**src/rtl/nearest_hit_resolver_pkg.sv**
```systemverilog
// Shared ray-tracing types: fixed-point format, hit record and resolver FSM states.
package rt_pkg;

  localparam int TOTAL_PREC = 27;
  localparam int FRAC_BITS  = 22;
  // Widest triangle index a hit record can carry.
  localparam int REC_IDX_W  = 16;

  typedef logic signed [TOTAL_PREC-1:0] fixed_t;
  typedef fixed_t [2:0] vec3_t;

  // 1.0 in the fixed-point format.
  localparam fixed_t FIX_ONE = 27'sd4194304;

  typedef struct packed {
    logic                 hit;
    logic [REC_IDX_W-1:0] idx;
    fixed_t               t;
    fixed_t               oa;
  } hit_rec_t;

  typedef enum logic [1:0] {
    IDLE  = 2'd0,
    ISSUE = 2'd1,
    DRAIN = 2'd2,
    DONE  = 2'd3
  } state_t;

endpackage

```
**src/rtl/nearest_hit_resolver_tag_pipe.sv**
```systemverilog
// Shift register of {valid, idx} tags that tracks which triangle index each
// intersector result belongs to. any_valid reports entries that are still in
// flight behind the tail, i.e. the pipe will be empty once the current tail
// entry has been compared.
module hit_tag_pipe #(
  parameter int DEPTH = 6,
  parameter int IDX_W = 6
) (
  input  logic             clk,
  input  logic             rst,
  input  logic             load_valid,
  input  logic [IDX_W-1:0] load_idx,
  output logic             tail_valid,
  output logic [IDX_W-1:0] tail_idx,
  output logic             any_valid
);

  // Every stage except the tail counts as pending.
  localparam logic [DEPTH-1:0] PEND_MASK = ~(DEPTH'(1) << (DEPTH - 1));

  logic [DEPTH-1:0] valid_vec;

  genvar gi;
  generate
    for (gi = 0; gi < DEPTH; gi++) begin : g_stage
      logic             valid_reg;
      logic [IDX_W-1:0] idx_reg;
      logic             valid_next;
      logic [IDX_W-1:0] idx_next;

      if (gi == 0) begin : g_head
        assign valid_next = load_valid;
        assign idx_next   = load_idx;
      end else begin : g_body
        assign valid_next = g_stage[gi-1].valid_reg;
        assign idx_next   = g_stage[gi-1].idx_reg;
      end

      // Advance this stage by one each cycle; reset flushes every tag.
      always_ff @(posedge clk or posedge rst) begin
        if (rst) begin
          valid_reg <= 1'b0;
          idx_reg   <= '0;
        end else begin
          valid_reg <= valid_next;
          idx_reg   <= idx_next;
        end
      end

      assign valid_vec[gi] = valid_reg;
    end
  endgenerate

  assign tail_valid = g_stage[DEPTH-1].valid_reg;
  assign tail_idx   = g_stage[DEPTH-1].idx_reg;
  assign any_valid  = |(valid_vec & PEND_MASK);

endmodule

```
**src/rtl/nearest_hit_resolver.sv**
```systemverilog
// Sweeps all triangles for one ray through the intersector, keeps the nearest
// positive-determinant hit and hands the record to the shading stage.
module nearest_hit_resolver
  import rt_pkg::*;
#(
  parameter int TRI_COUNT = 64,
  parameter int IDX_W     = $clog2(TRI_COUNT),
  parameter int PIPE_LAT  = 6
) (
  input  logic             clk,
  input  logic             rst,
  input  logic             ray_valid,
  output logic             ray_ready,
  input  vec3_t            ray_dir,
  output vec3_t            dir_out,
  output logic [IDX_W-1:0] tri_idx,
  output logic             tri_issue,
  input  fixed_t           isect_oa,
  input  fixed_t           isect_t,
  input  logic             isect_hit,
  output logic             res_valid,
  input  logic             res_ready,
  output logic             res_hit,
  output logic [IDX_W-1:0] res_idx,
  output fixed_t           res_t,
  output fixed_t           res_oa
);

  localparam int               PW       = 2 * TOTAL_PREC;
  localparam logic [IDX_W-1:0] LAST_IDX = IDX_W'(TRI_COUNT - 1);

  state_t           state_reg;
  logic             ray_ready_reg;
  logic             tri_issue_reg;
  logic [IDX_W-1:0] tri_idx_reg;
  logic             res_valid_reg;
  vec3_t            dir_reg;
  hit_rec_t         best_reg;

  logic             tail_valid;
  logic [IDX_W-1:0] tail_idx;
  logic             any_valid;

  // Tag pipe mirrors the memory + intersector latency so each result can be
  // matched to the index that produced it.
  hit_tag_pipe #(
    .DEPTH (PIPE_LAT),
    .IDX_W (IDX_W)
  ) u_tag_pipe (
    .clk        (clk),
    .rst        (rst),
    .load_valid (tri_issue_reg),
    .load_idx   (tri_idx_reg),
    .tail_valid (tail_valid),
    .tail_idx   (tail_idx),
    .any_valid  (any_valid)
  );

  // Division-free distance compare: t_c/oa_c < t_b/oa_b  <=>  t_c*oa_b < t_b*oa_c,
  // valid because both determinants are strictly positive. Full-width products
  // keep the comparison exact.
  logic signed [PW-1:0] cand_t_x, cand_oa_x, best_t_x, best_oa_x;
  logic signed [PW-1:0] cand_prod, best_prod;
  logic                 oa_positive, qualify, nearer, sweep_active, best_upd;
  hit_rec_t             cand_rec;

  assign cand_t_x     = PW'(isect_t);
  assign cand_oa_x    = PW'(isect_oa);
  assign best_t_x     = PW'(best_reg.t);
  assign best_oa_x    = PW'(best_reg.oa);
  assign cand_prod    = cand_t_x * best_oa_x;
  assign best_prod    = best_t_x * cand_oa_x;
  assign nearer       = cand_prod < best_prod;
  assign oa_positive  = !isect_oa[TOTAL_PREC-1] && (isect_oa != '0);
  assign qualify      = tail_valid && isect_hit && oa_positive;
  assign sweep_active = (state_reg == ISSUE) || (state_reg == DRAIN);
  // Strict compare keeps the earlier-issued index on equal distances.
  assign best_upd     = sweep_active && qualify && (!best_reg.hit || nearer);

  assign cand_rec.hit = 1'b1;
  assign cand_rec.idx = REC_IDX_W'(tail_idx);
  assign cand_rec.t   = isect_t;
  assign cand_rec.oa  = isect_oa;

  // Resolver FSM with registered handshake/issue outputs and best-record update.
  always_ff @(posedge clk or posedge rst) begin
    if (rst) begin
      state_reg     <= IDLE;
      ray_ready_reg <= 1'b1;
      tri_issue_reg <= 1'b0;
      tri_idx_reg   <= '0;
      res_valid_reg <= 1'b0;
      dir_reg       <= '0;
      best_reg      <= '0;
    end else begin
      if (best_upd) begin
        best_reg <= cand_rec;
      end
      case (state_reg)
        IDLE: begin
          if (ray_valid && ray_ready_reg) begin
            dir_reg       <= ray_dir;
            best_reg      <= '0;
            ray_ready_reg <= 1'b0;
            tri_issue_reg <= 1'b1;
            tri_idx_reg   <= '0;
            state_reg     <= ISSUE;
          end
        end
        ISSUE: begin
          if (tri_idx_reg == LAST_IDX) begin
            tri_issue_reg <= 1'b0;
            tri_idx_reg   <= '0;
            state_reg     <= DRAIN;
          end else begin
            tri_idx_reg <= tri_idx_reg + 1'b1;
          end
        end
        DRAIN: begin
          if (!any_valid) begin
            res_valid_reg <= 1'b1;
            state_reg     <= DONE;
          end
        end
        DONE: begin
          if (res_ready) begin
            res_valid_reg <= 1'b0;
            ray_ready_reg <= 1'b1;
            state_reg     <= IDLE;
          end
        end
        default: state_reg <= IDLE;
      endcase
    end
  end

  assign ray_ready = ray_ready_reg;
  assign tri_issue = tri_issue_reg;
  assign tri_idx   = tri_idx_reg;
  assign dir_out   = dir_reg;
  assign res_valid = res_valid_reg;
  assign res_hit   = best_reg.hit;
  assign res_idx   = best_reg.idx[IDX_W-1:0];
  assign res_t     = best_reg.t;
  assign res_oa    = best_reg.oa;

endmodule

```
**config.mk**
```make
export PLATFORM = sky130hd
export DESIGN_NAME = nearest_hit_resolver
export DESIGN_NICKNAME = d
export VERILOG_FILES = /design/src/rtl/nearest_hit_resolver_pkg.sv /design/src/rtl/nearest_hit_resolver_tag_pipe.sv /design/src/rtl/nearest_hit_resolver.sv
export SDC_FILE = /design/constraint.sdc
export NUM_CORES = 2
export LEC_CHECK = 0
export CORE_MARGIN = 2
export CORE_UTILIZATION = 60
export DETAILED_ROUTE_END_ITERATION = 12
export PLACE_DENSITY = 0.76
export SLEW_MARGIN = 20
export SYNTH_ARGS = -nofsm -noshare
export SYNTH_HDL_FRONTEND = slang
export SYNTH_SLANG_ARGS = --single-unit
```
**constraint.sdc**
```tcl
create_clock -name clk -period 14.7 [get_ports clk]
set_input_delay 2.94 -clock clk [delete_from_list [all_inputs] [get_ports clk]]
set_output_delay 2.94 -clock clk [all_outputs]
set_load 0.02 [all_outputs]
```
* Yosys cells after proc, flatten, opt, wreduce, memory -nomap -nowiden
Cells that the tools add are included.
** Word-level totals
- Input port bits :: 140
- Logic and storage cells :: 78
- Output and inout bits :: 151
- Flip-flop bits (word level) :: 205
** Operators by class
- Reductions and logical operators :: 22
- Order comparisons :: 1
- $add $sub $neg :: 1
- Equality and inequality tests :: 8
- Mux-type cells :: 20
- $mul :: 2
** Operators by type and width (count)
- 2-to-1 mux 71 bit :: 3
- multiplier 27 x 27 -> 54 bit :: 2
- less-than comparator 54 bit :: 1
- nonzero test 27 bit :: 1
- 2-to-1 mux 6 bit :: 2
- one-hot mux 6 bit (2 select lines) :: 1
- AND reduction 3 bit :: 3
- 2-to-1 mux 2 bit :: 4
- one-hot mux 2 bit (4 select lines) :: 1
- adder 6 x 1 -> 6 bit (second input constant) :: 1
- equality test 6 bit (second input constant) :: 1
- logical AND 1 bit :: 6
- 2-to-1 mux 1 bit :: 6
- != test 2 bit (second input constant) :: 3
- one-hot mux 1 bit (2 select lines) :: 3
- nonzero test 2 bit :: 3
- OR reduction 5 bit :: 1
- equality test 2 bit (second input constant) :: 2
- AND reduction 2 bit :: 2
- AND reduction 4 bit :: 1
- equality test 2 x 1 -> 1 bit (second input constant) :: 1
- logical NOT 1 bit :: 2
- logical NOT 2 bit :: 1
- logical OR 1 bit :: 2
- != test 2 x 1 -> 1 bit (second input constant) :: 1

* Depth between registers and ports, before layout
- Word-level depth :: 8
- Mapped depth :: 39
- Gate-level depth less buffers :: 35

* Modules after synthesis
Synthesis repeated with hierarchy kept, for this count alone.
** Second synthesis, totals
- Cell total of the unflattened synthesis :: 6747
- Area, all modules :: 61893.1 µm²
** Modules (own cells, without submodules)
- nearest_hit_resolver :: times used 1, area each 60825.8 µm², sequential area each 3829.9 µm², cells each 6701
- hit_tag_pipe :: times used 1, area each 1067.3 µm², sequential area each 1051.0 µm², cells each 46

* Worst setup path before layout
Ideal clock, no wire load.
- Path kind :: in2reg
- Start :: input port isect_oa[3]
- End :: register best_reg, in the netlist res_oa[6]
- Library setup time :: 132 ps
- Required time :: 14568 ps
- Setup slack :: 3111 ps
- Arrival time :: 11457 ps
- Path buffers :: 5
- Stages on the path :: 38
- Cells stage by stage :: clkbuf_1 > clkbuf_1 > nand2_1 > inv_1 > fa_1 > inv_1 > fa_1 > inv_1 > fa_1 > inv_1 > fa_1 > inv_1 > fa_1 > fa_1 > inv_1 > fa_1 > inv_1 > ha_1 > [... 2 more ...] > a311o_1 > a221o_1 > o41a_1 > nor2_4 > nor3_1 > nor4_2 > ha_1 > nand2_1 > nor4_1 > a2111oi_0 > o21ai_0 > a21oi_1 > nor2_1 > a211oi_1 > buf_4 > buf_6 > mux2i_1 > nor2_1
** Between the ends
- Cells in the longest elaborated chain, start to end :: 8
- Elaborated cells between the ends (all ways) :: 11
- Those cells by class :: 1 x mul; 1 x order compare; 3 x mux; 6 x reduce/logical
** RTL lines
- start, declared :: line nearest_hit_resolver.sv:18 : input fixed_t isect_oa,
- parallel branches: the longest is 4 deep, another holds multiplier 27 x 27 -> 54 bit
- logical AND 1 bit * :: line nearest_hit_resolver.sv:78 : assign best_upd = sweep_active && qualify && (!best_reg.hit || nearer);
- 2-to-1 mux 71 bit * :: line nearest_hit_resolver.sv:96 : if (best_upd) begin
- 2-to-1 mux 71 bit :: line nearest_hit_resolver.sv:101 : if (ray_valid && ray_ready_reg) begin
- 2-to-1 mux 71 bit * :: line nearest_hit_resolver.sv:99 : case (state_reg)
- end signal, assigned :: line nearest_hit_resolver.sv:97 : best_reg <= cand_rec;
- end, declared :: line nearest_hit_resolver.sv:38 : hit_rec_t best_reg;
Every way passes the cells marked *.
A chain may end at the register's enable or synchronous reset.

* Final worst setup path
- Start :: input port isect_t[12]
- End :: register best_reg, in the netlist res_oa[16]
** Between the ends
- Cells in the longest elaborated chain, start to end :: 7
** RTL lines
- start, declared :: line nearest_hit_resolver.sv:19 : input fixed_t isect_t,
- multiplier 27 x 27 -> 54 bit * :: line nearest_hit_resolver.sv:71 : assign cand_prod = cand_t_x * best_oa_x;
- less-than comparator 54 bit * :: line nearest_hit_resolver.sv:73 : assign nearer = cand_prod < best_prod;
- logical OR 1 bit * :: line nearest_hit_resolver.sv:78
- logical AND 1 bit * :: line nearest_hit_resolver.sv:78
- 2-to-1 mux 71 bit * :: line nearest_hit_resolver.sv:96
- 2-to-1 mux 71 bit :: line nearest_hit_resolver.sv:101
- 2-to-1 mux 71 bit * :: line nearest_hit_resolver.sv:99
Mark *: on every way between the ends. The rest lies on a longest branch, timed or not.

==> metrics.md <==
| Metric | Value |
|---|---|
| Post-synthesis area per instance | 9.510 µm² |
| Die height | 323.8 µm |
| Via count | 44689 |
| Drt via density | 5.640 |
| Synth Warn # | 0 |
| Data required time of the worst path | 15.04 ns |
| Setup WS post-layout | 0.5952 ns |
| Power per cell area | 20.58 nW/µm² |
| Num CTS Buffers | 17 |
| Die ar. | 104900 µm² |
| Dpl cells | 7887 |
| Syn_nets | 8491 |
| Final net count | 8575 |
| Relative slew slack | 16.35% |
| Drt pass-1 iters | 5 |
| Count of cell types in the netlist | 69 |
| Buf/Inv on CP | 8 |
| Initial core utilization | 60.41% |
| Commonest non-fill, non-tap cell in the layout | inv_1 |
| Max-cap viol count | 0 |
| Die span in x | 323.8 µm |
| Final routed wire length divided by cell count | 21.61 µm |
| Root Driver | clkbuf_16 |
| Core area | 101600 µm² |
| Crit path max-delay family | adder cells |
| LEAKAGE | 34.59 nW |
| Status | completed |
| Most frequent CP cell | fa_1 |
| Pins Over Slew Limit | 0 |
| CP max-delay cell | clkdlybuf4s50_1 |
| Top cells by area, synth | fa_1 (50%), inv_1 (9.8%), dfrtp_1 (7.9%) |
| Met2 wire len | 81940 µm |
| Clock Latency Late Sink | 0.49 ns |
| Yosys top cell by area | fa_1 |
| Commonest cells after routing, fill and taps aside | inv_1 (1598), fa_1 (1522), and2_1 (760) |
| Max reg flops | 81 |
| Area delta synth->final | 7.828% |
| Max Fclk | 70.90 MHz |
| Post-CTS Resized | 0 |
| Clk sink count | 195 |
| RSZ-0062 raised after global routing | false |
| Gr usage total | 34.87% |
| CP Capture Type | flop |
| Ys flop type | dfrtp_1 |
| Wire length on met3 | 17400 µm |
| Initial DRC count | 3244 |
| Worst Tran Pin Value | 1.251 ns |
| # H-tree levels | 4 |
| CP max FO | 34 |
| Final instance count without filler cells | 7923 |
| GR Overflow Total | 0 |
| Max VDD drop | 0.1076 mV |
| CTS max path bufs | 2 |
| CTS Hold Buffers Added | 0 |
| Crit share post-route | 95.95% |
| Sum of negative setup slack | 0 ns |
| Crit-path max cell delay | 1.16 ns |
| Final GP Congestion | 0.9467 |
| Syn Std Cell Area | 61380 µm² |
| Critical path class | in -> reg |
| Fin. Hold Viols | 0 |
| Worst clock skew | 0.02575 ns |
| Number of synthesized flops with an enable pin | 0 |
| DRT met1 WL | 62780 µm |
| FP Rows | 117 |
| DRC | 0 |
| Port buffer count | 290 |
| HP Class | reg -> reg |
| Minimum clock period | 14.10 ns |
| Fraction of layout instances using a drive strength above 1 | 4.152% |
| Largest net degree at the start of global routing | 137 |
| Worst Path Arrival | 14.45 ns |
| # IOs | 291 |
| Setup crit start kind | input pin |
| Post-synth top area share | 49.64% |
| Initial antenna violation count | 12 |
| Clk slew on worst S/H paths | 0.10 ns |
| Antenna viol nets, final | 0 |
| Place WS | 0.4894 ns |
| Synth Instances | 6454 |
| First-pass GRT wire length | 275900 µm |
| TritonCTS clock tree | yes |
| Vias in the first global route | 49898 |
| Flops & latches, synth | 195 |
| Drt total wl | 171200 µm |
| Buffers inserted during post-CTS setup optimization | 0 |
| Async SR Flop Fraction | 100.0% |
| Highest Signal Layer | met5 |
| Final setup fails | 0 |
| Register area share after synthesis | 7.953% |
| # fillers | 8191 |
| Dpl hpwl | 134500 µm |
## synthesized netlist by cell type, drive strengths merged, types with 10 or more instances
master,number
mux2i,61
a21o,60
xor2,36
ha,375
o21ai,64
o211ai,13
clkbuf,340
nor3,27
a211oi,12
nor2,158
nand4,14
o21a,24
nor4,12
and3,19
xnor2,73
mux2,82
a21oi,92
o21bai,12
dfrtp,194
and2,760
nand2b,29
inv,1600
nand2,718
a31oi,10
nor2b,12
fa,1522
nand3,23
## cells by family (layout without fill, tap and decap cells)
family / count (synthesis) / count (layout) / share of synthesized area, %
AND/OR/NAND/NOR: 1805 / 1805 / 14.82
flip-flops: 195 / 195 / 7.953
XOR/XNOR: 109 / 109 / 1.555
other: 0 / 4 / 0
multiplexers: 143 / 143 / 2.499
AO/OA/AOI/OAI: 358 / 358 / 3.892
buffers and inverters: 1947 / 2044 / 11.99
adder cells (fa/ha/maj): 1897 / 1897 / 57.29
## layout make-up
type                    instances  area, µm²  share of cell area [%]
inverters                    1600       6013                   9.086
clock buffers                  17      425.4                  0.6428
repair buffers                412       3761                   5.683
well taps                    1368       1712                   2.586
diodes                          4      10.01                 0.01512
flip-flops and latches        195       4883                   7.379
multi-input cells            4312      49160                   74.28
clock inverters                15      219.0                  0.3309
## stage by stage
step / util [%] / hold WS, ns / instance area, µm² / total power, mW
finish: 65.14 / 0.3355 / 66180 / 1.362
global route: 65.13 / 0.3583 / 66170 / 1.412
CTS: 65.15 / 0.3394 / 66180 / 1.367
detailed placement: 64.51 / 0.3347 / 65540 / 0.8411
global placement: 64.53 / 0.3321 / 65560 / 0.8377
floorplan: - / 0.3312 / 61380 / 0.7005
## per-layer routing
metal	global-route usage [%]	up-vias
met1	44.20	23071
met5	0	-
met2	57.35	2231
li1	-	18859
met4	15.85	10
met3	7.985	518
## report_power, final
group	internal [mW]	leakage (nW)	total, mW	switching (mW)
clock	0.240	0.305	0.524	0.283
sequential	0.536	2.71	0.536	0
combinational	0.103	31.6	0.302	0.200
## worst paths after layout
kind,startpoint,end,slack [ns],depth (start not counted)
min,u_tag_pipe.g_stage[1].idx_reg[0]$_DFF_PP0_,u_tag_pipe.g_stage[2].idx_reg[0]$_DFF_PP0_,0.34,0
max,isect_t[12],res_oa[16]$_DFF_PP0_,0.60,36
max reg2reg,res_oa[1]$_DFF_PP0_,res_oa[16]$_DFF_PP0_,3.37,35
min reg2reg,u_tag_pipe.g_stage[1].idx_reg[0]$_DFF_PP0_,u_tag_pipe.g_stage[2].idx_reg[0]$_DFF_PP0_,0.34,0
max in group asynchronous,rst,res_t[9]$_DFF_PP0_,10.16,3
min in group asynchronous,rst,dir_out[29]$_DFFE_PP0P_,3.03,2
No activity file was read; power rests on OpenSTA's default activity.
